$ cat src/rtl/mac_acc_block.sv
// rtl/mac_acc_block.sv - MAC output-side product accumulator with valid/ready result handshake
//
// Purpose: accepts per-cycle product words from the MAC multiply stage and
// masks each one to the Single/Dual/Quad product width. It sums len products
// and presents the sum on a valid/ready output. The output is held until it
// is accepted.
//
// Ports:
//   clk        in   clock, all state on rising edge
//   rst        in   asynchronous active-high reset
//   en         in   clock enable; low freezes all state and forces in_ready low
//   cfg        in   [MAC_CONF_WIDTH] mode select, cfg[1:0] = Single/Dual/Quad
//   len        in   [MAC_CNT_WIDTH] products per accumulation (0 treated as 1)
//   in_valid   in   product word valid
//   in_data    in   [MAC_INT_WIDTH] product word
//   in_ready   out  product word accepted this cycle (with in_valid and en)
//   out_valid  out  out_data holds a completed sum
//   out_ready  in   downstream accepts out_data
//   out_data   out  [MAC_ACC_WIDTH] accumulated sum
//   overflow   out  sticky carry-out of the current/held sum
//   busy       out  accumulation in progress or result held
module mac_acc_block #(
    parameter int MAC_CONF_WIDTH = 3,
    parameter int MAC_MIN_WIDTH  = 8,
    parameter int MAC_INT_WIDTH  = 5 * MAC_MIN_WIDTH,
    parameter int MAC_ACC_WIDTH  = 6 * MAC_MIN_WIDTH,
    parameter int MAC_CNT_WIDTH  = 8
) (
    input  logic                      clk,
    input  logic                      rst,
    input  logic                      en,
    input  logic [MAC_CONF_WIDTH-1:0] cfg,
    input  logic [MAC_CNT_WIDTH-1:0]  len,
    input  logic                      in_valid,
    input  logic [MAC_INT_WIDTH-1:0]  in_data,
    output logic                      in_ready,
    output logic                      out_valid,
    input  logic                      out_ready,
    output logic [MAC_ACC_WIDTH-1:0]  out_data,
    output logic                      overflow,
    output logic                      busy
);

    // cfg[1:0] mode encodings; 2'b11 is reserved
    localparam logic [1:0] MAC_SINGLE = 2'b00;
    localparam logic [1:0] MAC_DUAL   = 2'b01;
    localparam logic [1:0] MAC_QUAD   = 2'b10;

    typedef enum logic [1:0] {
        S_IDLE  = 2'b00,
        S_ACCUM = 2'b01,
        S_HOLD  = 2'b10
    } state_t;

    state_t                     state_q, state_d;
    logic [MAC_ACC_WIDTH-1:0]   acc_q, acc_d;
    logic [MAC_CNT_WIDTH-1:0]   count_q, count_d;
    logic [MAC_CNT_WIDTH-1:0]   len_q, len_d;
    logic [1:0]                 cfg_q, cfg_d;
    logic                       ovf_q, ovf_d;

    logic                       in_fire;
    logic [1:0]                 beat_cfg;
    logic [MAC_ACC_WIDTH-1:0]   beat_val;
    logic [MAC_ACC_WIDTH-1:0]   sum;
    logic                       carry;
    logic [MAC_CNT_WIDTH-1:0]   len_eff;
    logic [MAC_CNT_WIDTH-1:0]   count_inc;

    function automatic logic [MAC_ACC_WIDTH-1:0] mask_beat(
        input logic [1:0]               sel,
        input logic [MAC_INT_WIDTH-1:0] data
    );
        logic [MAC_ACC_WIDTH-1:0] m;
        m = '0;
        case (sel)
            MAC_SINGLE: m[2*MAC_MIN_WIDTH-1:0] = '1;
            MAC_DUAL:   m[3*MAC_MIN_WIDTH-1:0] = '1;
            MAC_QUAD:   m[5*MAC_MIN_WIDTH-1:0] = '1;
            default:    m = '0;   // reserved mode contributes zero but still counts
        endcase
        return MAC_ACC_WIDTH'(data) & m;
    endfunction

    assign in_ready  = en && (state_q != S_HOLD);
    assign in_fire   = in_valid && in_ready;
    assign out_valid = (state_q == S_HOLD);
    assign out_data  = acc_q;
    assign overflow  = ovf_q;
    assign busy      = (state_q != S_IDLE);

    // The first beat is masked by the live cfg since it is latched on that same edge
    assign beat_cfg  = (state_q == S_IDLE) ? cfg[1:0] : cfg_q;
    assign beat_val  = mask_beat(beat_cfg, in_data);
    assign {carry, sum} = {1'b0, acc_q} + {1'b0, beat_val};
    assign len_eff   = (len == '0) ? MAC_CNT_WIDTH'(1) : len;
    assign count_inc = count_q + MAC_CNT_WIDTH'(1);

    always_comb begin
        state_d = state_q;
        acc_d   = acc_q;
        count_d = count_q;
        len_d   = len_q;
        cfg_d   = cfg_q;
        ovf_d   = ovf_q;
        case (state_q)
            S_IDLE: begin
                if (in_fire) begin
                    cfg_d   = cfg[1:0];
                    len_d   = len_eff;
                    acc_d   = beat_val;
                    count_d = MAC_CNT_WIDTH'(1);
                    ovf_d   = 1'b0;
                    state_d = (len_eff == MAC_CNT_WIDTH'(1)) ? S_HOLD : S_ACCUM;
                end
            end
            S_ACCUM: begin
                if (in_fire) begin
                    acc_d   = sum;
                    count_d = count_inc;
                    ovf_d   = ovf_q | carry;
                    if (count_inc == len_q) begin
                        state_d = S_HOLD;
                    end
                end
            end
            S_HOLD: begin
                if (en && out_ready) begin
                    state_d = S_IDLE;
                end
            end
            default: state_d = S_IDLE;
        endcase
    end

    always_ff @(posedge clk or posedge rst) begin
        if (rst) begin
            state_q <= S_IDLE;
            acc_q   <= '0;
            count_q <= '0;
            len_q   <= '0;
            cfg_q   <= '0;
            ovf_q   <= 1'b0;
        end else begin
            state_q <= state_d;
            acc_q   <= acc_d;
            count_q <= count_d;
            len_q   <= len_d;
            cfg_q   <= cfg_d;
            ovf_q   <= ovf_d;
        end
    end

endmodule

$ cat config.mk
export PLATFORM = sky130hd
export DESIGN_NAME = mac_acc_block
export DESIGN_NICKNAME = d
export VERILOG_FILES = /design/src/rtl/mac_acc_block.sv
export SDC_FILE = /design/constraint.sdc
export NUM_CORES = 1
export LEC_CHECK = 0
export CORE_UTILIZATION = 59
export DETAILED_ROUTE_END_ITERATION = 8
export PLACE_DENSITY = 0.88
export SLEW_MARGIN = 20
export SYNTH_ARGS = -nofsm -noshare
export SYNTH_HDL_FRONTEND = slang
export SYNTH_SLANG_ARGS = --single-unit
$ cat constraint.sdc
create_clock -name clk -period 10.58 [get_ports clk]
set_input_delay 2.116 -clock clk [delete_from_list [all_inputs] [get_ports clk]]
set_output_delay 2.116 -clock clk [all_outputs]
set_load 0.005 [all_outputs]
==> summary.md, run 1 <==
| Metric | Value |
|---|---|
| Status | completed |
| # Post-CTS Setup Buffers | 0 |
| CP Cell Sequence | clkdlybuf4s50_1 -> mux2_2 -> ha_1 -> nand2b_1 -> inv_1 -> ha_1 -> a21oi_1 -> nor2_1 -> o31ai_2 -> o211ai_2 -> a31oi_1 -> o211a_1 -> nor2_2 -> a32o_1 -> a31o_1 |
| Post-synth ARST share | 100% |
| Post-synth top area cell | dfrtp_1 |
| Final setup fails | 0 |
| Clock Skew | 13.4 ps |
| Critical path arrival | 6110 ps |
| R2R depth | 16 |
| Drt wl/cell | 18.3 µm |
| H-tree depth | 3 |
| CTS tree | built |
| PwrDens | 287 nW/µm² |
| Hold Buf Count CTS | 0 |
| Synth area leaders | dfrtp_1 (28%), ha_1 (8.8%), nand2_1 (6.7%) |
| Initial Util | 61.6% |
| Post-route cell area | 7410 µm² |
| Most used DFF post-synth | dfrtp_1 |
| Most frequent cell after synthesis | nand2_1 |
| GPL Wtd Cong | 0.933 |
| Iteration-0 DRC Markers | 375 |
| Hold Crit Depth | 2 |
| R2R Path Start | state_q[1] |
| DRT Wirelength | 17800 µm |
| Synth top area share | 28.3% |
| Placement Cell Area | 7190 µm² |
| Layout area overhead | 21.4% |
| Drt drc | 0 |
| Peak supply drop | 0.000150 V |
| Highest Clock Rate | 171 MHz |
| GRT Overall Usage | 33.6% |
| Placed insts | 955 |
| Port buffer count | 106 |
| ANT nets after route | 0 |
| Post-CTS Resized | 0 |
| Nets | 933 |
| Clock buffer depth | 2 |
| Worst-path clk slew | 80 ps |
| Slew Viols, Final | 0 |
| Syn Area/Cell | 8.11 µm² |
| Actual slew at the worst max-slew pin | 1090 ps |
| Worst path slowest cell | a31oi_1 |
| Final Core Density | 74.8% |
| Setup TNS | 0 ps |
| Crit. End Element | register |
| Max_cap viols | 0 |
| Critical path launch point type | input pin |
| Hold Crit Class | register to register |
| FF-to-FF setup slack | 6030 ps |
| Non-filler cells, final | 971 |
| RSZ-0062 raised after global routing | false |
| Clock root cell | clkbuf_8 |
| Initial antenna violation count | 0 |
| Antenna cell count | 0 |
| Hold path startpoint | out_data[23] |
| Vias in the first global route | 6004 |
| Crit path top cell by count | ha_1 |
| Layout cell share with drive strength beyond 1 | 6.32% |
| Final hold vios | 0 |
| Largest net degree at the start of global routing | 70 |
| Post-synthesis cell type count | 75 |
| Area of the die | 10800 µm² |
| CTS Buf Count | 9 |
| Rows | 36 |
| GRT overflow | 0 |
| Vias per cell | 6.38 |
| Syn Inst Count | 753 |
| Seq/Total Area, Yosys | 28.3% |
| Relative slew margins | 26.8% |
| Fin crit period | 5860 ps |
| Register bit total from synthesis | 69 |
| DR pass1 iterations | 5 |
| Core area | 9910 µm² |
| Crit Path Max Fanout | 16 |
| # clock sinks | 69 |
| HPWL Detailed | 12800 µm |
| Vias post-DR | 6195 |
| EDFF count, synth | 0 |
| Ports | 108 |
| Die height | 104 µm |
| Post-Syn Nets | 853 |
| DIE WIDTH | 104 µm |
| Commonest cells post-synth | nand2_1 (109), dfrtp_1 (69), a21oi_1 (58) |
| Slowest stage delay, CP | 570 ps |
| Worst EP required | 10830 ps |
| Latest clock arrival within the worst-skew pair | 360 ps |
| Ratio of final minimum period to clock period | 55.4% |
| Worst reg2reg endpoint | out_data[36] |
| Crit Path Class | input pin to register |
| Leakage Power | 0.00316 µW |
| Synth Cell Area | 6110 µm² |
| Ys Warns | 0 |
| Hold Path End | out_data[23] |
| First-pass GRT wire length | 29400 µm |
==> final cells by class <==
class                           count  area [µm²]
Multi-Input combinational cell    623        4130
Fill cell                         775        2500
Sequential cell                    69        1730
Timing Repair Buffer              110        1090
Tap cell                          133         166
Clock buffer                       10         128
Clock inverter                      6        95.1
Inverter                           20        75.1
==> worst max path at each step <==
| stage | startpoint | to | slack, ps | depth (start not counted) |
|---|---|---|---|---|
| 2_1_floorplan | cfg[1] | out_data[46] | 5570 | 15 |
| 3_3_place_gp | cfg[0] | out_data[41] | 4500 | 16 |
| 6_report | cfg[1] | out_data[41] | 4720 | 15 |
| 4_1_cts | cfg[1] | out_data[41] | 4760 | 15 |
| 5_1_grt | cfg[0] | out_data[35] | 4460 | 16 |
| 3_5_place_dp | cfg[1] | out_data[41] | 4390 | 15 |
==> worst max-delay path, delay by kind of cell <==
kind,cells,cell delay [ps]
adders and majority gates,2,790
buffers and inverters,2,570
AOI/OAI and AO/OA,7,2010
muxes,1,170
and+or+nand+nor,3,430
==> cells in the final DEF (no fill, tap or decap), drive strengths merged, types with 5 or more instances in the layout <==
cell type / n
nor2b: 29
xnor2: 34
clkbuf: 10
nor3: 10
o211ai: 11
ha: 43
nand3: 18
nand2b: 5
a21oi: 60
nor2: 47
nand2: 109
a21o: 14
o21a: 10
a31oi: 14
a31o: 5
o21ai: 49
nand4: 11
mux2i: 7
and3: 13
and2: 23
o31ai: 7
xor2: 12
inv: 22
o21bai: 12
a211oi: 5
o221ai: 17
clkdlybuf4s50: 106
mux2: 11
dfrtp: 69
==> flip-flops by register name (all words and copies together) (netlist names) <==
| register | cells |
|---|---|
| overflow | 1 |
| count_q | 8 |
| len_q | 8 |
| out_data | 48 |
| cfg_q | 2 |
| state_q | 2 |
==> stage by stage <==
stage | power [µW] | hold slack [ps] | setup WS (ps)
2_1_floorplan | 1430 | 469 | 5570
3_3_place_gp | 1790 | 485 | 4500
3_5_place_dp | 1840 | 497 | 4390
4_1_cts | 2100 | 516 | 4760
5_1_grt | 2270 | 539 | 4460
6_report | 2130 | 510 | 4720
==> metal layers <==
| metal | GRT usage [%] | vias to the layer above | part of all wire (%) |
|---|---|---|---|
| met5 | 0 | - | 0 |
| met4 | 11.6 | 0 | 2.3 |
| met3 | 5.48 | 42 | 7.3 |
| met2 | 57.5 | 295 | 49 |
| met1 | 43.0 | 2969 | 42 |
| li1 | - | 2889 | - |
==> where the power goes <==
group          switching, µW  internal [µW]
registers               86.9            361
logic                    812            611
clock network            119            135
total                   1020           1110
==> cell families (layout without fill, tap and decap cells) <==
logic type	after synthesis	after routing	share of synthesized area, %
AOI/OAI and AO/OA	235	235	26.6
xor gates and xnor gates	46	46	6.60
adders and majority gates	44	44	9.14
buffers and inverters	61	146	4.22
DFF	69	69	28.3
muxes	18	18	3.18
and+or+nand+nor	280	280	22.0
Power figures use the tool's default switching activity.
==> run 2: changes to the inputs <==
--- a/config.mk
+++ b/config.mk
@@ -5,9 +5,9 @@
 export SDC_FILE = /design/constraint.sdc
 export NUM_CORES = 1
 export LEC_CHECK = 0
-export CORE_UTILIZATION = 59
+export CORE_UTILIZATION = 54
 export DETAILED_ROUTE_END_ITERATION = 8
-export PLACE_DENSITY = 0.88
+export PLACE_DENSITY = 0.82
 export SLEW_MARGIN = 20
 export SYNTH_ARGS = -nofsm -noshare
 export SYNTH_HDL_FRONTEND = slang
==> constraint.sdc (replaced) <==
create_clock -name clk -period 6 [get_ports clk]
set_input_delay 1.2 -clock clk [delete_from_list [all_inputs] [get_ports clk]]
set_output_delay 1.2 -clock clk [all_outputs]
set_load 0.005 [all_outputs]
==> run 2 against run 1 <==
  * Clock power rose by 100%
  * Clock skew fell by 3.5 ps
  * Combinational power rose by 75%
  * Cell count rose by 1.0%
  * Cell area rose by 1.1%
  * Utilization fell by 6.2 points
  * Critical path depth did not move
  * Register-to-register slack got worse by 4600 ps
  * Worst hold slack got worse by 3.2 ps
==> summary.md, run 2 (synthesis gave the netlist of run 1 again) <==
| Metric | Value |
|---|---|
| DRT Wirelength | 17500 µm (was 17800 µm) |
| Iteration-0 DRC Markers | 464 (was 375) |
| Highest Clock Rate | 201 MHz |
| Critical path launch point type | input pin (unchanged) |
| Die height | 108 µm (was 104 µm) |
| Final hold vios | 0 (unchanged) |
| Nets | 936 (was 933) |
| Actual slew at the worst max-slew pin | 939 ps (was 1090 ps) |
| CP delay by family, top | compound AO/OA/AOI/OAI gates (unchanged) |
| R2R Path Start | state_q[1] (unchanged) |
| Most frequent cells in the layout | nand2_1 (109), clkdlybuf4s50_1 (106), dfrtp_1 (69) (unchanged) |
| HPWL Detailed | 12600 µm (was 12800 µm) |
| Crit. End Element | register (unchanged) |
| Vias in the first global route | 5962 (was 6004) |
| Largest net degree at the start of global routing | 70 (unchanged) |
| Layout cell share with drive strength beyond 1 | 6.78% (was 6.32%) |
| CTS tree | built (unchanged) |
| Clock buffer depth | 2 (unchanged) |
| # Post-CTS Setup Buffers | 0 (unchanged) |
| H-tree depth | 3 (unchanged) |
| Status | completed (unchanged) |
| Drt wl/cell | 17.8 µm (was 18.3 µm) |
| Placement Cell Area | 7220 µm² (was 7190 µm²) |
| GRT overflow | 0 (unchanged) |
| Antenna cell count | 0 (unchanged) |
| GPL Wtd Cong | 0.924 (was 0.933) |
| Hold Crit Class | register to register (unchanged) |
| # clock sinks | 69 (unchanged) |
| Post-CTS Resized | 0 (unchanged) |
| CTS Buf Count | 9 (unchanged) |
| Total Power | 3810 µW (was 2130 µW) |
| Crit Path Max Fanout | 16 (unchanged) |
| Commonest non-fill, non-tap cell in the layout | nand2_1 (unchanged) |
| Max_cap viols | 0 (unchanged) |
| Relative slew margins | 37.4% (was 26.8%) |
| Slew Viols, Final | 0 (unchanged) |
| Ports | 108 (unchanged) |
| Layout area overhead | 22.8% (was 21.4%) |
| Port buffer count | 106 (unchanged) |
| Hold path startpoint | count_q[7] (was out_data[23]) |
| Vias per cell | 6.23 (was 6.38) |
| Critical path arrival | 5230 ps (was 6110 ps) |
| Ratio of final minimum period to clock period | 83.0% |
| Leakage Power | 0.00321 µW (was 0.00316 µW) |
| Fin crit period | 4980 ps |
| CP bufs+invs | 2 (unchanged) |
| Area of the die | 11700 µm² (was 10800 µm²) |
| Crit path from | cfg[1] (unchanged) |
| Initial antenna violation count | 0 (unchanged) |
| CP Cell Sequence | clkdlybuf4s50_1 -> mux2_2 -> ha_1 -> nand2b_1 -> inv_1 -> ha_1 -> a21oi_1 -> nor2_1 -> o31ai_2 -> o211ai_2 -> a31oi_1 -> o211a_1 -> nor2_2 -> a32o_1 -> a31o_1 (unchanged) |
| Non-filler cells, final | 981 (was 971) |
| PwrDens | 507 nW/µm² (was 287 nW/µm²) |
| Rows | 38 (was 36) |
| Peak supply drop | 0.000347 V (was 0.000150 V) |
| Max FFs per register | 48 (unchanged) |
| Clock Skew | 9.97 ps (was 13.4 ps) |
| Pre-CTS setup slack | 713 ps (was 4390 ps) |
| Placed insts | 965 (was 955) |
| Worst EP required | 6250 ps (was 10830 ps) |
| RSZ-0062 raised after global routing | false (unchanged) |
| Slowest stage delay, CP | 570 ps (about the same) |
| DR pass1 iterations | 5 (unchanged) |
| Worst-path clk slew | 60 ps (was 80 ps) |
| DIE WIDTH | 108 µm (was 104 µm) |
| Drt drc | 0 (unchanged) |
| ANT nets after route | 0 (unchanged) |
| First-pass GRT wire length | 28600 µm (was 29400 µm) |
| Core area | 10900 µm² (was 9910 µm²) |
| Clock root cell | clkbuf_16 (was clkbuf_8) |
| Hold Buf Count CTS | 0 (unchanged) |
| Vias post-DR | 6115 (was 6195) |
| GRT Overall Usage | 31.4% (was 33.6%) |
| Final setup fails | 0 (unchanged) |
| Crit Path Class | input pin to register (unchanged) |
| Initial Util | 55.8% (was 61.6%) |
| Post-route cell area | 7500 µm² (was 7410 µm²) |
| Crit path top cell by count | ha_1 (unchanged) |
| Worst path slowest cell | a31oi_1 (unchanged) |
| Latest clock arrival within the worst-skew pair | 350 ps (was 360 ps) |
| Setup TNS | 0 ps (unchanged) |
| Setup ws final | 1020 ps (was 4720 ps) |
## run 2: cell types whose count changed in the layout (fill, tap and decap cells not counted), sizes merged
| cell | before | now |
|---|---|---|
| buf | 4 | 7 |
| clkinv | 0 | 3 |
| bufinv | 2 | 0 |
| clkbuf | 10 | 9 |
| clkinvlp | 2 | 1 |
| inv | 22 | 23 |
## run 2: area by class of cell
type	instances	area [µm²]
Clock buffer	9	225
Clock inverter	7	56.3
Fill cell	920	3440
Inverter	20	75.1
Multi-Input combinational cell	623	4130
Sequential cell	69	1730
Tap cell	140	175
Timing Repair Buffer	113	1110
## run 2: path summary, 6_finish.rpt
check | endpoint | slack, ps | cells after the start
max | out_data[41] | 1020 | 15
max in group asynchronous | out_data[25] | 3930 | 3
min reg2reg | count_q[7] | 510 | 2
max reg2reg | out_data[41] | 1460 | 15
min | count_q[7] | 510 | 2
min in group asynchronous | out_data[4] | 1440 | 3
## run 2: stage by stage
stage | hold WS, ps | util, %
finish | 507 | 68.6
CTS | 500 | 68.6
floorplan | 469 | -
global route | 530 | 68.6
global placement | 476 | 66.0
detailed placement | 479 | 66.0
## run 2: metal layers
layer  up-vias  track usage (%)  part of all wire [%]
li1       2906                -                     -
met1      2899             40.6                    44
met2       270             51.0                    47
met3        40             5.12                   6.4
met4         0             15.1                   2.7
met5         -                0                     0
## run 2: power breakdown
group	switching (µW)	total (µW)	internal (µW)	leakage, µW
registers	155	794	639	0.000885
clock network	234	518	285	0.000137
logic	1410	2490	1080	0.00219
total	1800	3810	2000	0.00321
## run 2: worst register-to-register path: stages, from the launching register on
cell      delay, ps
dfrtp_1         470
nor2_1          320
mux2_2          400
ha_1            410
nand2b_1        290
inv_1            90
ha_1            220
a21oi_1         210
nor2_1          140
o31ai_2         350
o211ai_2        170
a31oi_1         570
o211a_1         300
nor2_2           80
a32o_1          250
a31o_1          170
